### config.mk
export PLATFORM = sky130hd
export DESIGN_NAME = target_bbox_tracker
export DESIGN_NICKNAME = d
export VERILOG_FILES = /design/src/rtl/target_bbox_tracker.sv
export SDC_FILE = /design/constraint.sdc
export NUM_CORES = 1
export LEC_CHECK = 0
export BUFFER_PORTS_ARGS = -buffer_cell sky130_fd_sc_hd__buf_2
export CELL_PAD_IN_SITES_DETAIL_PLACEMENT = 0
export CELL_PAD_IN_SITES_GLOBAL_PLACEMENT = 1
export CORE_MARGIN = 2
export CORE_UTILIZATION = 47
export DETAILED_ROUTE_END_ITERATION = 16
export PLACE_DENSITY_LB_ADDON = 0.1
export REMOVE_ABC_BUFFERS = 1
export SYNTH_ARGS = -nofsm -noshare
export SYNTH_HDL_FRONTEND = slang
export SYNTH_SLANG_ARGS = --single-unit
### constraint.sdc
create_clock -name clk -period 3.9 [get_ports clk]
set_clock_uncertainty 0.15 [all_clocks]
set_input_delay 0.78 -clock clk [delete_from_list [all_inputs] [get_ports clk]]
set_output_delay 0.78 -clock clk [all_outputs]
set_load 0.01 [all_outputs]
### src/rtl/target_bbox_tracker.sv
// ---------------------------------------------------------------------------
// target_bbox_tracker
//   Accumulates, per frame, the bounding box and pixel count of the moving
//   pixels in a binary mask stream. The result is published at each vsync
//   rising edge. The video stream is re-emitted one cycle later, with the last
//   published box drawn as a one-pixel coloured border.
//
// Ports
//   clk, rst                   pixel clock, synchronous active-high reset
//   per_frame_vsync/href/clken incoming frame sync, line valid, pixel strobe
//   per_img_bit                1 = moving pixel
//   per_img_data               RGB565 pixel to pass through
//   post_frame_vsync/href/clken  sync signals delayed by one cycle
//   post_img_data              pixel with the box overlay applied
//   target_valid               published box holds at least MIN_PIXELS hits
//   box_xmin/xmax/ymin/ymax    published box edges
//   hit_count                  moving-pixel count of the last completed frame
//   frame_done                 one-cycle pulse when results are published
// ---------------------------------------------------------------------------
module target_bbox_tracker #(
    parameter int          IMG_HDISP  = 640,
    parameter int          IMG_VDISP  = 480,
    parameter int          MIN_PIXELS = 64,
    parameter logic [15:0] BOX_COLOR  = 16'hF800
) (
    input  logic        clk,
    input  logic        rst,
    input  logic        per_frame_vsync,
    input  logic        per_frame_href,
    input  logic        per_frame_clken,
    input  logic        per_img_bit,
    input  logic [15:0] per_img_data,
    output logic        post_frame_vsync,
    output logic        post_frame_href,
    output logic        post_frame_clken,
    output logic [15:0] post_img_data,
    output logic        target_valid,
    output logic [9:0]  box_xmin,
    output logic [9:0]  box_xmax,
    output logic [9:0]  box_ymin,
    output logic [9:0]  box_ymax,
    output logic [18:0] hit_count,
    output logic        frame_done
);

    localparam logic [9:0]  X_SAT   = 10'(IMG_HDISP);
    localparam logic [9:0]  Y_SAT   = 10'(IMG_VDISP);
    localparam logic [9:0]  X_INIT  = 10'(IMG_HDISP - 1);
    localparam logic [9:0]  Y_INIT  = 10'(IMG_VDISP - 1);
    localparam logic [18:0] CNT_SAT = 19'h7FFFF;
    localparam logic [18:0] MIN_CNT = 19'(MIN_PIXELS);

    // The delayed sync registers double as the edge-detect history.
    logic        vsync_q, href_q, clken_q;
    logic [15:0] data_q;
    logic [9:0]  x_cnt_q, x_cnt_d, y_cnt_q, y_cnt_d;
    logic        started_q, started_d;
    logic [9:0]  min_x_q, min_x_d, max_x_q, max_x_d;
    logic [9:0]  min_y_q, min_y_d, max_y_q, max_y_d;
    logic [18:0] acc_cnt_q, acc_cnt_d;
    logic        valid_q, valid_d;
    logic [9:0]  bx0_q, bx0_d, bx1_q, bx1_d, by0_q, by0_d, by1_q, by1_d;
    logic [18:0] hit_q, hit_d;
    logic        done_q, done_d;

    logic rise_s, fall_s, hit_s, on_col_s, on_row_s, border_s;

    assign rise_s = per_frame_vsync & ~vsync_q;
    assign fall_s = ~per_frame_href & href_q;
    // Pixels beyond the active window (overlong lines / extra lines) are ignored.
    assign hit_s  = per_frame_clken & per_frame_href & per_img_bit &
                    (x_cnt_q < X_SAT) & (y_cnt_q < Y_SAT);

    // Border test on the current pixel's coordinate against the published box.
    assign on_col_s = ((x_cnt_q == bx0_q) || (x_cnt_q == bx1_q)) &&
                      (y_cnt_q >= by0_q) && (y_cnt_q <= by1_q);
    assign on_row_s = ((y_cnt_q == by0_q) || (y_cnt_q == by1_q)) &&
                      (x_cnt_q >= bx0_q) && (x_cnt_q <= bx1_q);
    assign border_s = valid_q & (on_col_s | on_row_s);

    // Next-state logic for the coordinate counters, accumulators and results.
    always_comb begin
        x_cnt_d   = x_cnt_q;
        y_cnt_d   = y_cnt_q;
        started_d = started_q;
        min_x_d   = min_x_q;
        max_x_d   = max_x_q;
        min_y_d   = min_y_q;
        max_y_d   = max_y_q;
        acc_cnt_d = acc_cnt_q;
        valid_d   = valid_q;
        bx0_d     = bx0_q;
        bx1_d     = bx1_q;
        by0_d     = by0_q;
        by1_d     = by1_q;
        hit_d     = hit_q;
        done_d    = 1'b0;

        if (!per_frame_href) begin
            x_cnt_d = 10'd0;
        end else if (per_frame_clken && (x_cnt_q != X_SAT)) begin
            x_cnt_d = x_cnt_q + 10'd1;
        end else begin
            x_cnt_d = x_cnt_q;
        end

        if (rise_s) begin
            y_cnt_d = 10'd0;
        end else if (fall_s && (y_cnt_q != Y_SAT)) begin
            y_cnt_d = y_cnt_q + 10'd1;
        end else begin
            y_cnt_d = y_cnt_q;
        end

        if (rise_s) begin
            // The very first boundary after reset only arms publishing, since
            // the frame before it was only partially observed.
            if (started_q) begin
                hit_d   = acc_cnt_q;
                valid_d = (acc_cnt_q >= MIN_CNT);
                done_d  = 1'b1;
                if (acc_cnt_q >= MIN_CNT) begin
                    bx0_d = min_x_q;
                    bx1_d = max_x_q;
                    by0_d = min_y_q;
                    by1_d = max_y_q;
                end else begin
                    bx0_d = bx0_q;
                    bx1_d = bx1_q;
                    by0_d = by0_q;
                    by1_d = by1_q;
                end
            end else begin
                started_d = 1'b1;
            end
            // A hit coincident with the boundary is deliberately dropped.
            min_x_d   = X_INIT;
            max_x_d   = 10'd0;
            min_y_d   = Y_INIT;
            max_y_d   = 10'd0;
            acc_cnt_d = 19'd0;
        end else if (hit_s) begin
            min_x_d   = (x_cnt_q < min_x_q) ? x_cnt_q : min_x_q;
            max_x_d   = (x_cnt_q > max_x_q) ? x_cnt_q : max_x_q;
            min_y_d   = (y_cnt_q < min_y_q) ? y_cnt_q : min_y_q;
            max_y_d   = (y_cnt_q > max_y_q) ? y_cnt_q : max_y_q;
            acc_cnt_d = (acc_cnt_q != CNT_SAT) ? (acc_cnt_q + 19'd1) : acc_cnt_q;
        end else begin
            acc_cnt_d = acc_cnt_q;
        end
    end

    // State register for counters, accumulators and published results.
    always_ff @(posedge clk) begin
        if (rst) begin
            x_cnt_q   <= 10'd0;
            y_cnt_q   <= 10'd0;
            started_q <= 1'b0;
            min_x_q   <= X_INIT;
            max_x_q   <= 10'd0;
            min_y_q   <= Y_INIT;
            max_y_q   <= 10'd0;
            acc_cnt_q <= 19'd0;
            valid_q   <= 1'b0;
            bx0_q     <= 10'd0;
            bx1_q     <= 10'd0;
            by0_q     <= 10'd0;
            by1_q     <= 10'd0;
            hit_q     <= 19'd0;
            done_q    <= 1'b0;
        end else begin
            x_cnt_q   <= x_cnt_d;
            y_cnt_q   <= y_cnt_d;
            started_q <= started_d;
            min_x_q   <= min_x_d;
            max_x_q   <= max_x_d;
            min_y_q   <= min_y_d;
            max_y_q   <= max_y_d;
            acc_cnt_q <= acc_cnt_d;
            valid_q   <= valid_d;
            bx0_q     <= bx0_d;
            bx1_q     <= bx1_d;
            by0_q     <= by0_d;
            by1_q     <= by1_d;
            hit_q     <= hit_d;
            done_q    <= done_d;
        end
    end

    // One-cycle video pipeline with the box overlay.
    always_ff @(posedge clk) begin
        if (rst) begin
            vsync_q <= 1'b0;
            href_q  <= 1'b0;
            clken_q <= 1'b0;
            data_q  <= 16'd0;
        end else begin
            vsync_q <= per_frame_vsync;
            href_q  <= per_frame_href;
            clken_q <= per_frame_clken;
            data_q  <= border_s ? BOX_COLOR : per_img_data;
        end
    end

    assign post_frame_vsync = vsync_q;
    assign post_frame_href  = href_q;
    assign post_frame_clken = clken_q;
    assign post_img_data    = data_q;
    assign target_valid     = valid_q;
    assign box_xmin         = bx0_q;
    assign box_xmax         = bx1_q;
    assign box_ymin         = by0_q;
    assign box_ymax         = by1_q;
    assign hit_count        = hit_q;
    assign frame_done       = done_q;

endmodule

=== After elaboration in Yosys (flattened, before gate mapping) ===
Index checks and enable logic that the tools add are counted.

* Equal/unequal tests: 7
* Reduce and logical (&&, ||, !) cells: 19
* Bitwise operators: 11
* $lt $le $gt $ge: 11
* Add/sub/neg operators: 3
* Muxes and demuxes: 2

{| class="wikitable"
|+ Operators by type and width
! cell !! number
|-
| 10-bit == test || 4
|-
| 10-bit by 1-bit adder with 10-bit output (second input constant) || 2
|-
| 10-bit >= comparator || 2
|-
| 10-bit > comparator || 2
|-
| 10-bit less-or-equal comparator || 2
|-
| 10-bit < comparator || 2
|-
| 19-bit by 1-bit adder with 19-bit output (second input constant) || 1
|-
| 19-bit by 7-bit >= comparator with 1-bit output (second input constant) || 1
|-
| 19-bit inequality test (second input constant) || 1
|-
| 16-bit 2-to-1 mux || 1
|-
| 2-bit AND reduction || 6
|-
| 10-bit < comparator (second input constant) || 1
|-
| 10-bit by 9-bit < comparator with 1-bit output (second input constant) || 1
|-
| 10-bit inequality test (second input constant) || 1
|-
| 10-bit by 9-bit inequality test with 1-bit output (second input constant) || 1
|-
| 2-bit OR reduction || 4
|-
| 1-bit AND || 7
|-
| 1-bit logical AND || 6
|-
| 1-bit NOT || 3
|-
| 3-bit AND reduction || 1
|-
| 1-bit logical OR || 2
|-
| 1-bit 2-to-1 mux || 1
|-
| 1-bit bitwise OR || 1
|}

* Bits in registers: 160
* Input port bits: 22
* Word-level logic and storage cells: 73

=== Logic depth before layout (Yosys ltp) ===
Gate-level depths: netlist of the first run.

* Depth after elaboration: 7
* Depth in mapped cells: 9
* Depth with buffers taken out: 8

=== Worst setup path before layout of the first run ===
No wires, ideal clock.

* Path type: flip-flop to flip-flop
* From: register y_cnt_q[3]
* To: register data_q[0], in the netlist post_img_data[0]
* Cell stages (with the launch flop): 9
* Setup time: 0.113 ns
* Arrival: 2.407 ns
* Required time: 3.637 ns
* Period minus slack after synthesis: 2.670 ns
* Path slack: 1.230 ns
* Path buffers: 1
* Path through: dfxtp_1 ha_1 a21oi_1 o21ai_0 a2111o_1 a222oi_1 a221oi_2 buf_6 and2_4

* Word-level cells in the longest chain between the ends: 7
* Elaborated cells between the ends (all ways): 12
* Classes of those cells: order compare: 2; eq/ne: 2; bitwise: 2; reduce/logical: 6

{| class="wikitable"
|+ RTL lines
! item !! RTL line !! source
|-
| from (decl) || 56 || <nowiki>logic [9:0] x_cnt_q, x_cnt_d, y_cnt_q, y_cnt_d;</nowiki>
|-
| from (signal assigned) || 173 || <nowiki>y_cnt_q <= y_cnt_d;</nowiki>
|-
| branches (longest 4 deep; another with 10-bit >= comparator) || - ||
|-
| 1-bit bitwise OR * || 79 || <nowiki>assign border_s = valid_q & (on_col_s | on_row_s);</nowiki>
|-
| 1-bit AND * || 79 ||
|-
| 2-bit OR reduction (no line) * || - ||
|-
| to (signal assigned) || 201 || <nowiki>data_q <= border_s ? BOX_COLOR : per_img_data;</nowiki>
|-
| to (decl) || 55 || <nowiki>logic [15:0] data_q;</nowiki>
|}

Mark *: on every way between the ends.
A chain may end at the register's enable or synchronous reset.

=== Worst setup path in the final report of the first run ===
* From: register y_cnt_q[3]
* To: register max_y_q[3]

* Word-level cells in the longest chain between the ends: 3
* Elaborated cells between the ends (all ways): 4
* Classes of those cells: order compare: 2; bitwise: 1; reduce/logical: 1

{| class="wikitable"
|+ RTL lines
! item !! RTL line !! source
|-
| 10-bit by 9-bit < comparator with 1-bit output || 72 || <nowiki>(x_cnt_q < X_SAT) & (y_cnt_q < Y_SAT);</nowiki>
|-
| 1-bit AND || 72 ||
|-
| 2-bit AND reduction (no line) || - ||
|-
| to (signal assigned) || 178 || <nowiki>max_y_q <= max_y_d;</nowiki>
|-
| to (decl) || 59 || <nowiki>logic [9:0] min_y_q, min_y_d, max_y_q, max_y_d;</nowiki>
|}

Parallel ways exist; a longest one is shown, timed or not.

==> results.py, run 1 <==
metrics = {
    "sta": {
        "slew_headroom_pct": 18.6,
        "min_period_ns": 3.01,
        "clock.fmax_mhz": 332,
        "worst_pin_slew_ns": 1.22,
        "rsz0062_at_grt": "false",
        "setup_tns_ns": 0,
        "postLayoutSetupSlackWorst_ns": 0.886,
        "slew_violations": 0,
        "min_period_over_period_pct": 77.3,
        "holdWs_ns": 0.304,
        "hold_viol_final": 0,
        "setup_viol": 0,
    },
    "logic_synthesis": {
        "synth_area_leaders": "dfxtp_1 41%, ha_1 13%, nor2_1 6.5%",
        "postSynthAreaPerCell_um2": 8.30,
        "ys.flop_type": "dfxtp_1",
        "synth.top_cell.area_share_pct": 40.6,
        "syn_area_mm2": 0.00789,
        "yosysWarnings": 0,
        "async_reset_ff_share_pct": 0,
        "synth-seq-cells": 160,
        "syn-instance-count": 951,
        "yosysUniqueCellTypes": 48,
        "yosys.area.top_type": "dfxtp_1",
        "synth_edf_count": 0,
        "synth.yosys.seq_area_share_pct": 40.6,
        "synthTopCellsByCount": "160 x dfxtp_1, 137 x nor2_1, 95 x nand2_1",
        "yosysMostFrequentCell": "dfxtp_1",
    },
    "outcome": {
        "outcome": "finished, final reports clean",
    },
    "placement": {
        "dp_slack_ns": 0.732,
        "place_congestion": 0.783,
        "port_buffers": 101,
        "dp_hpwl_mm": 13.3,
    },
    "clock_tree": {
        "cts_hold_buffers": 0,
        "postCtsSetupBuffers": 0,
        "htree_levels": 4,
        "cts-resized-gates": 0,
        "clk_pin_slew_ns": 0.07,
        "clock_path_buffers": 2,
        "cts_num_sinks": 160,
        "clock_latency_ns": 0.43,
        "cts_root_buf": "clkbuf_16",
        "cts_tree": "done",
        "cts-buffers-inserted": 17,
    },
    "floorplanning": {
        "die_area_mm2": 0.0178,
        "fp.dieW_um": 134,
        "core-area_mm2": 0.0165,
        "rows": 47,
        "initial_core_util_pct": 47.7,
        "die_h_um": 134,
        "io_pins": 102,
    },
    "route": {
        "drtAntennaViolNets": 0,
        "first_pass_iters": 4,
        "viasPerCell": 5.14,
        "drt_wl_total_mm": 18.7,
        "vias": 6532,
        "drcViolationCount": 0,
        "wl_per_cell_um": 14.7,
        "drt_iter0_drc": 355,
    },
    "setup_path": {
        "worstSetupEndpoint": "max_y_q[3]",
        "cp_max_fo": 19,
        "arrival_ns": 3.12,
        "reg2reg_from": "y_cnt_q[3]",
        "reg2regPathDepth": 6,
        "reg2reg_slack_ns": 0.89,
        "required_ns": 4.01,
        "startpoint": "y_cnt_q[3]",
        "startpoint_type": "flip-flop",
        "critical_path_class": "flip-flop to flip-flop",
        "crit_path_end_kind": "flip-flop",
        "r2r_end": "max_y_q[3]",
    },
    "grt": {
        "grt_pass1_vias": 6237,
        "grt_overflow": 0,
        "antenna_found_initial": 0,
        "grt_pass1_wl_mm": 31.1,
        "track_usage_pct": 21.7,
        "grt_max_degree": 61,
    },
    "final_layout": {
        "antenna_cells": 0,
        "drive_above_1_share_pct": 15.4,
        "area_delta_synth_final_pct": 16.0,
        "finalNetCount": 1144,
    },
    "job": {
        "max_cap_violations": 0,
    },
    "pwr": {
        "p_leak_nw": 4.19,
        "p_per_area_mw_per_mm2": 374,
        "ir_drop_v": 0.000304,
    },
    "min_path": {
        "min-delay-path-class": "flip-flop to flip-flop",
    },
}
## how the worst min path moves through the flow
| stage | slack [ns] | startpoint | cells past startpoint | end |
|---|---|---|---|---|
| floorplan | 0.29 | acc_cnt_q[0] | 2 | hit_count[0] |
| CTS | 0.30 | hit_count[5] | 2 | hit_count[5] |
| detailed placement | 0.30 | hit_count[5] | 2 | hit_count[5] |
| global placement | 0.29 | hit_count[13] | 2 | hit_count[13] |
| global route | 0.33 | hit_count[11] | 2 | hit_count[11] |
| finish | 0.30 | hit_count[5] | 2 | hit_count[5] |
## layout make-up
| class | count | area (um^2) |
|---|---|---|
| sequential | 160 | 3200 |
| timing repair buffer | 109 | 566 |
| tap | 220 | 275 |
| multi-input combinational | 661 | 4210 |
| inverter | 89 | 334 |
| fill | 1628 | 7370 |
| clock buffer | 19 | 443 |
| clock inverter | 13 | 128 |
## metal layers
| metal | vias up | GRT usage, % | share of wire, % |
|---|---|---|---|
| li1 | 3402 | - | - |
| met2 | 101 | 36.9 | 47 |
| met3 | 13 | 3.39 | 3.1 |
| met5 | - | 0 | 0 |
| met4 | 0 | 5.73 | 0.86 |
| met1 | 3016 | 28.8 | 49 |
## per-stage QoR
step | util [%] | power (mW) | instances | cell area, um^2
floorplan | - | 1.77 | 910 | 7730
detailed placement | 52.0 | 1.84 | 1239 | 8590
global route | 55.4 | 3.53 | 1271 | 9160
global placement | 52.0 | 1.84 | 1239 | 8590
finish | 55.4 | 3.42 | 1271 | 9160
CTS | 55.4 | 3.46 | 1271 | 9160
## placed cells by master (no fill, tap or decap), types with 3 or more instances in the layout
cell type and n:
a211oi_1 6, a21o_1 13, a21oi_1 79, a311oi_1 5, and2_4 10, and3_1 12
and4_1 4, buf_2 101, buf_4 8, clkbuf_16 17, dfxtp_1 160, ha_1 84
inv_1 89, inv_6 5, mux2i_1 20, nand2_1 94, nand2b_1 9, nand3_1 40
nand4_1 23, nor2_1 136, nor2b_1 8, nor3_1 10, nor4_1 4, o211ai_1 9
o21ai_0 28, o31ai_1 5, or2_2 4, or3_1 3, xnor2_1 6, xor2_1 24
## power by group
group	internal (mW)	switching (mW)
Sequential	1.65	0.00826
Clock	0.910	0.712
Combinational	0.0508	0.0917
Total	2.61	0.812
## registers in the layout (all words and copies together) (netlist names), 10 cells and up
signal         flops
acc_cnt_q         19
box_xmax          10
box_xmin          10
box_ymax          10
box_ymin          10
hit_count         19
max_x_q           10
max_y_q           10
min_x_q           10
min_y_q           10
post_img_data     16
x_cnt_q           10
y_cnt_q           10
## kinds of logic (layout without fill, tap and decap cells)
family	count (synthesis)	after routing	synth area share (%)
multiplexers	20	20	2.54
adder cells (fa/ha/maj)	84	84	13.3
flip-flops	160	160	40.6
XOR/XNOR	30	30	3.33
AO/OA/AOI/OAI	160	160	12.3
buffers and inverters	130	230	6.30
AND/OR/NAND/NOR	367	367	21.6
## worst max-delay path, cell delays in order, from the launching register on
cell      delay (ns)
dfxtp_1         0.62
ha_1            0.31
and3_1          0.20
a221oi_1        0.31
nor2b_1         0.13
o311ai_2        0.93
o21ai_0         0.21
No activity file was read; power rests on OpenSTA's default activity.
==> run 2: changes to the inputs <==
--- a/config.mk
+++ b/config.mk
@@ -5,11 +5,12 @@
 export SDC_FILE = /design/constraint.sdc
 export NUM_CORES = 1
 export LEC_CHECK = 0
+export ABC_AREA = 1
 export BUFFER_PORTS_ARGS = -buffer_cell sky130_fd_sc_hd__buf_2
 export CELL_PAD_IN_SITES_DETAIL_PLACEMENT = 0
 export CELL_PAD_IN_SITES_GLOBAL_PLACEMENT = 1
 export CORE_MARGIN = 2
-export CORE_UTILIZATION = 47
+export CORE_UTILIZATION = 38
 export DETAILED_ROUTE_END_ITERATION = 16
 export PLACE_DENSITY_LB_ADDON = 0.1
 export REMOVE_ABC_BUFFERS = 1
==> constraint.sdc (replaced) <==
create_clock -name clk -period 2.5 [get_ports clk]
set_clock_uncertainty 0.15 [all_clocks]
set_input_delay 0.5 -clock clk [delete_from_list [all_inputs] [get_ports clk]]
set_output_delay 0.5 -clock clk [all_outputs]
set_load 0.01 [all_outputs]
==> run 2 against run 1 <==
Net effect:
- utilization decreased by 8.5 points
- largest power group is now the clock network
- combinational power increased to 2.5 times the previous value
- via count increased by 11%
- critical path depth increased by 4
- count of clock-buffer cells in the layout unchanged
- largest cell class unchanged
- global-route usage decreased by 1.7 points
- synthesized cell count increased by 16%
- routed wire length increased by 17%
==> results.py, run 2 <==
metrics = {
    "final_layout": {
        "final_cell_mix": "188 x nand2_1, 159 x dfxtp_1, 154 x inv_1",
        "final-seq-area_mm2": 0.00320,
        "area_delta_synth_final_pct": 20.8,
        "nFillCells": 2168,
        "multi_input_area_mm2": 0.00420,
        "finalNetCount": 1339,
        "final_cell_area_mm2": 0.00985,
        "final_common_cell": "nand2_1",
        "drive_above_1_share_pct": 16.3,
        "antenna_cells": 0,
    },
    "logic_synthesis": {
        "syn-instance-count": 1104,
        "yosysMostFrequentCell": "nand2_1",
        "yosysUniqueCellTypes": 39,
        "async_reset_ff_share_pct": 0,
        "synthTopCellsByCount": "190 x nand2_1, 160 x dfxtp_1, 154 x inv_1",
        "postSynthAreaPerCell_um2": 7.39,
        "yosysWarnings": 0,
        "synth.top_cell.area_share_pct": 39.3,
        "synth.yosys.seq_area_share_pct": 39.3,
        "synth-seq-cells": 160,
        "synth_edf_count": 0,
        "ys.flop_type": "dfxtp_1",
        "synth_area_leaders": "dfxtp_1 39%, ha_1 13%, nand2_1 8.7%",
        "yosys.area.top_type": "dfxtp_1",
        "syn_area_mm2": 0.00816,
    },
    "setup_path": {
        "cp_max_fo": 11,
        "path_buf_inv": 0,
        "cpPeakStageDelay_ns": 0.41,
        "required_ns": 2.66,
        "crit_path_end_kind": "flip-flop",
        "arrival_ns": 2.41,
        "critical_path_class": "flip-flop to flip-flop",
        "crit_slowest_cell": "dfxtp_1",
        "reg2reg_slack_ns": 0.25,
        "cp_top_family": "simple AND/OR/NAND/NOR gates",
        "worstPathCellList": "ha_1 -> nand2_1 -> nor2_1 -> nand2_1 -> o21ai_0 -> nand3_1 -> nand2_1 -> nand2_1 -> nand2_2 -> nor2_1",
        "startpoint_type": "flip-flop",
        "crit_path_frequent_cell": "nand2_1",
    },
    "pwr": {
        "p_per_area_mw_per_mm2": 600,
        "total_power_mw": 5.91,
        "ir_drop_v": 0.000442,
        "p_leak_nw": 4.61,
    },
    "sta": {
        "min_period_over_period_pct": 90.2,
        "slew_violations": 0,
        "min_period_ns": 2.25,
        "hold_viol_final": 0,
        "clock.fmax_mhz": 444,
        "postLayoutSetupSlackWorst_ns": 0.246,
        "rsz0062_at_grt": "false",
        "worst_pin_slew_ns": 0.679,
        "slew_headroom_pct": 54.5,
        "setup_viol": 0,
        "setup_tns_ns": 0,
    },
    "grt": {
        "grt_pass1_wl_mm": 35.7,
        "grt_pass1_vias": 6958,
        "antenna_found_initial": 0,
        "grt_overflow": 0,
        "grt_max_degree": 53,
        "track_usage_pct": 20.0,
    },
    "route": {
        "drcViolationCount": 0,
        "drt_iter0_drc": 354,
        "viasPerCell": 4.78,
        "first_pass_iters": 5,
        "drt_wl_total_mm": 21.8,
        "vias": 7266,
        "wl_per_cell_um": 14.3,
        "drtAntennaViolNets": 0,
    },
    "placement": {
        "placed_cell_area_mm2": 0.00919,
        "port_buffers": 101,
        "dp_hpwl_mm": 16.3,
        "dp_slack_ns": 0.104,
        "place_congestion": 0.870,
    },
    "clock_tree": {
        "cts-resized-gates": 0,
        "htree_levels": 4,
        "clk_pin_slew_ns": 0.06,
        "clock_path_buffers": 2,
        "postCtsSetupBuffers": 0,
        "cts_tree": "done",
        "cts-buffers-inserted": 17,
        "clock_latency_ns": 0.42,
        "cts_hold_buffers": 0,
        "cts_num_sinks": 160,
        "cts_root_buf": "clkbuf_16",
    },
    "floorplanning": {
        "die_area_mm2": 0.0227,
        "fp.dieW_um": 151,
        "initial_core_util_pct": 38.8,
        "rows": 53,
        "io_pins": 102,
        "die_h_um": 151,
        "core-area_mm2": 0.0210,
    },
    "outcome": {
        "outcome": "finished, final reports clean",
    },
    "min_path": {
        "min-delay-path-class": "input port to flip-flop",
    },
    "job": {
        "max_cap_violations": 0,
    },
}
-- run 2: cell types whose count changed in the layout (fill, tap and decap cells not counted), moves of 10 or more --
cell,delta
nand2_1,+94
o21ai_0,+75
inv_1,+65
a21oi_1,+33
buf_4,+30
mux2i_1,-20
nor2_1,-17
nor3_1,+14
xor2_1,-14
and3_1,-12
and2_4,-10
nand4_1,-10
-- run 2: through the flow --
step	instances	hold WS (ns)	util, %
finish	1520	0.138	46.9
global route	1520	0.124	46.9
CTS	1520	0.122	46.8
detailed placement	1489	0.315	43.7
global placement	1489	0.318	43.7
floorplan	1073	0.289	-
-- run 2: final timing paths --
| check | startpoint | to | cells past startpoint |
|---|---|---|---|
| max | x_cnt_q[9] | post_img_data[2] | 10 |
| min | per_img_data[6] | post_img_data[6] | 3 |
| max reg2reg | x_cnt_q[9] | post_img_data[2] | 10 |
| min reg2reg | max_y_q[9] | max_y_q[9] | 2 |
-- run 2: worst register-to-register path, cell delays in order (launching register included) --
cell     delay, ns
dfxtp_1       0.41
ha_1          0.35
nand2_1       0.07
nor2_1        0.18
nand2_1       0.10
o21ai_0       0.28
nand3_1       0.13
nand2_1       0.09
nand2_1       0.11
nand2_2       0.21
nor2_1        0.07
-- run 2: final cells by class --
type | instances | share of cell area (%)
multi-input combinational | 750 | 42.6
sequential | 160 | 32.5
timing repair buffer | 141 | 8.43
inverter | 163 | 6.24
clock buffer | 19 | 4.60
tap | 275 | 3.49
clock inverter | 12 | 2.11
-- run 2: logic make-up after synthesis --
family                     share of synthesized area [%]
AOI/OAI and AO/OA                                   15.1
xor gates and xnor gates                            1.18
buffers and inverters                               9.34
adders and majority gates                           12.9
and+or+nand+nor                                     22.2
DFF                                                 39.3
-- run 2: where the power goes --
part | internal (mW) | switching (mW)
Combinational | 0.133 | 0.231
Clock | 1.83 | 1.09
Sequential | 2.60 | 0.0279
Total | 4.57 | 1.35
-- run 2: routing by layer --
layer  global-route usage (%)  vias to the layer above  routed length, um
met5                        0                        -                  0
met4                     4.58                        0                270
met3                     4.24                       18                855
met2                     31.5                      112               9830
met1                     28.1                     3272              10900
li1                         -                     3864                  -
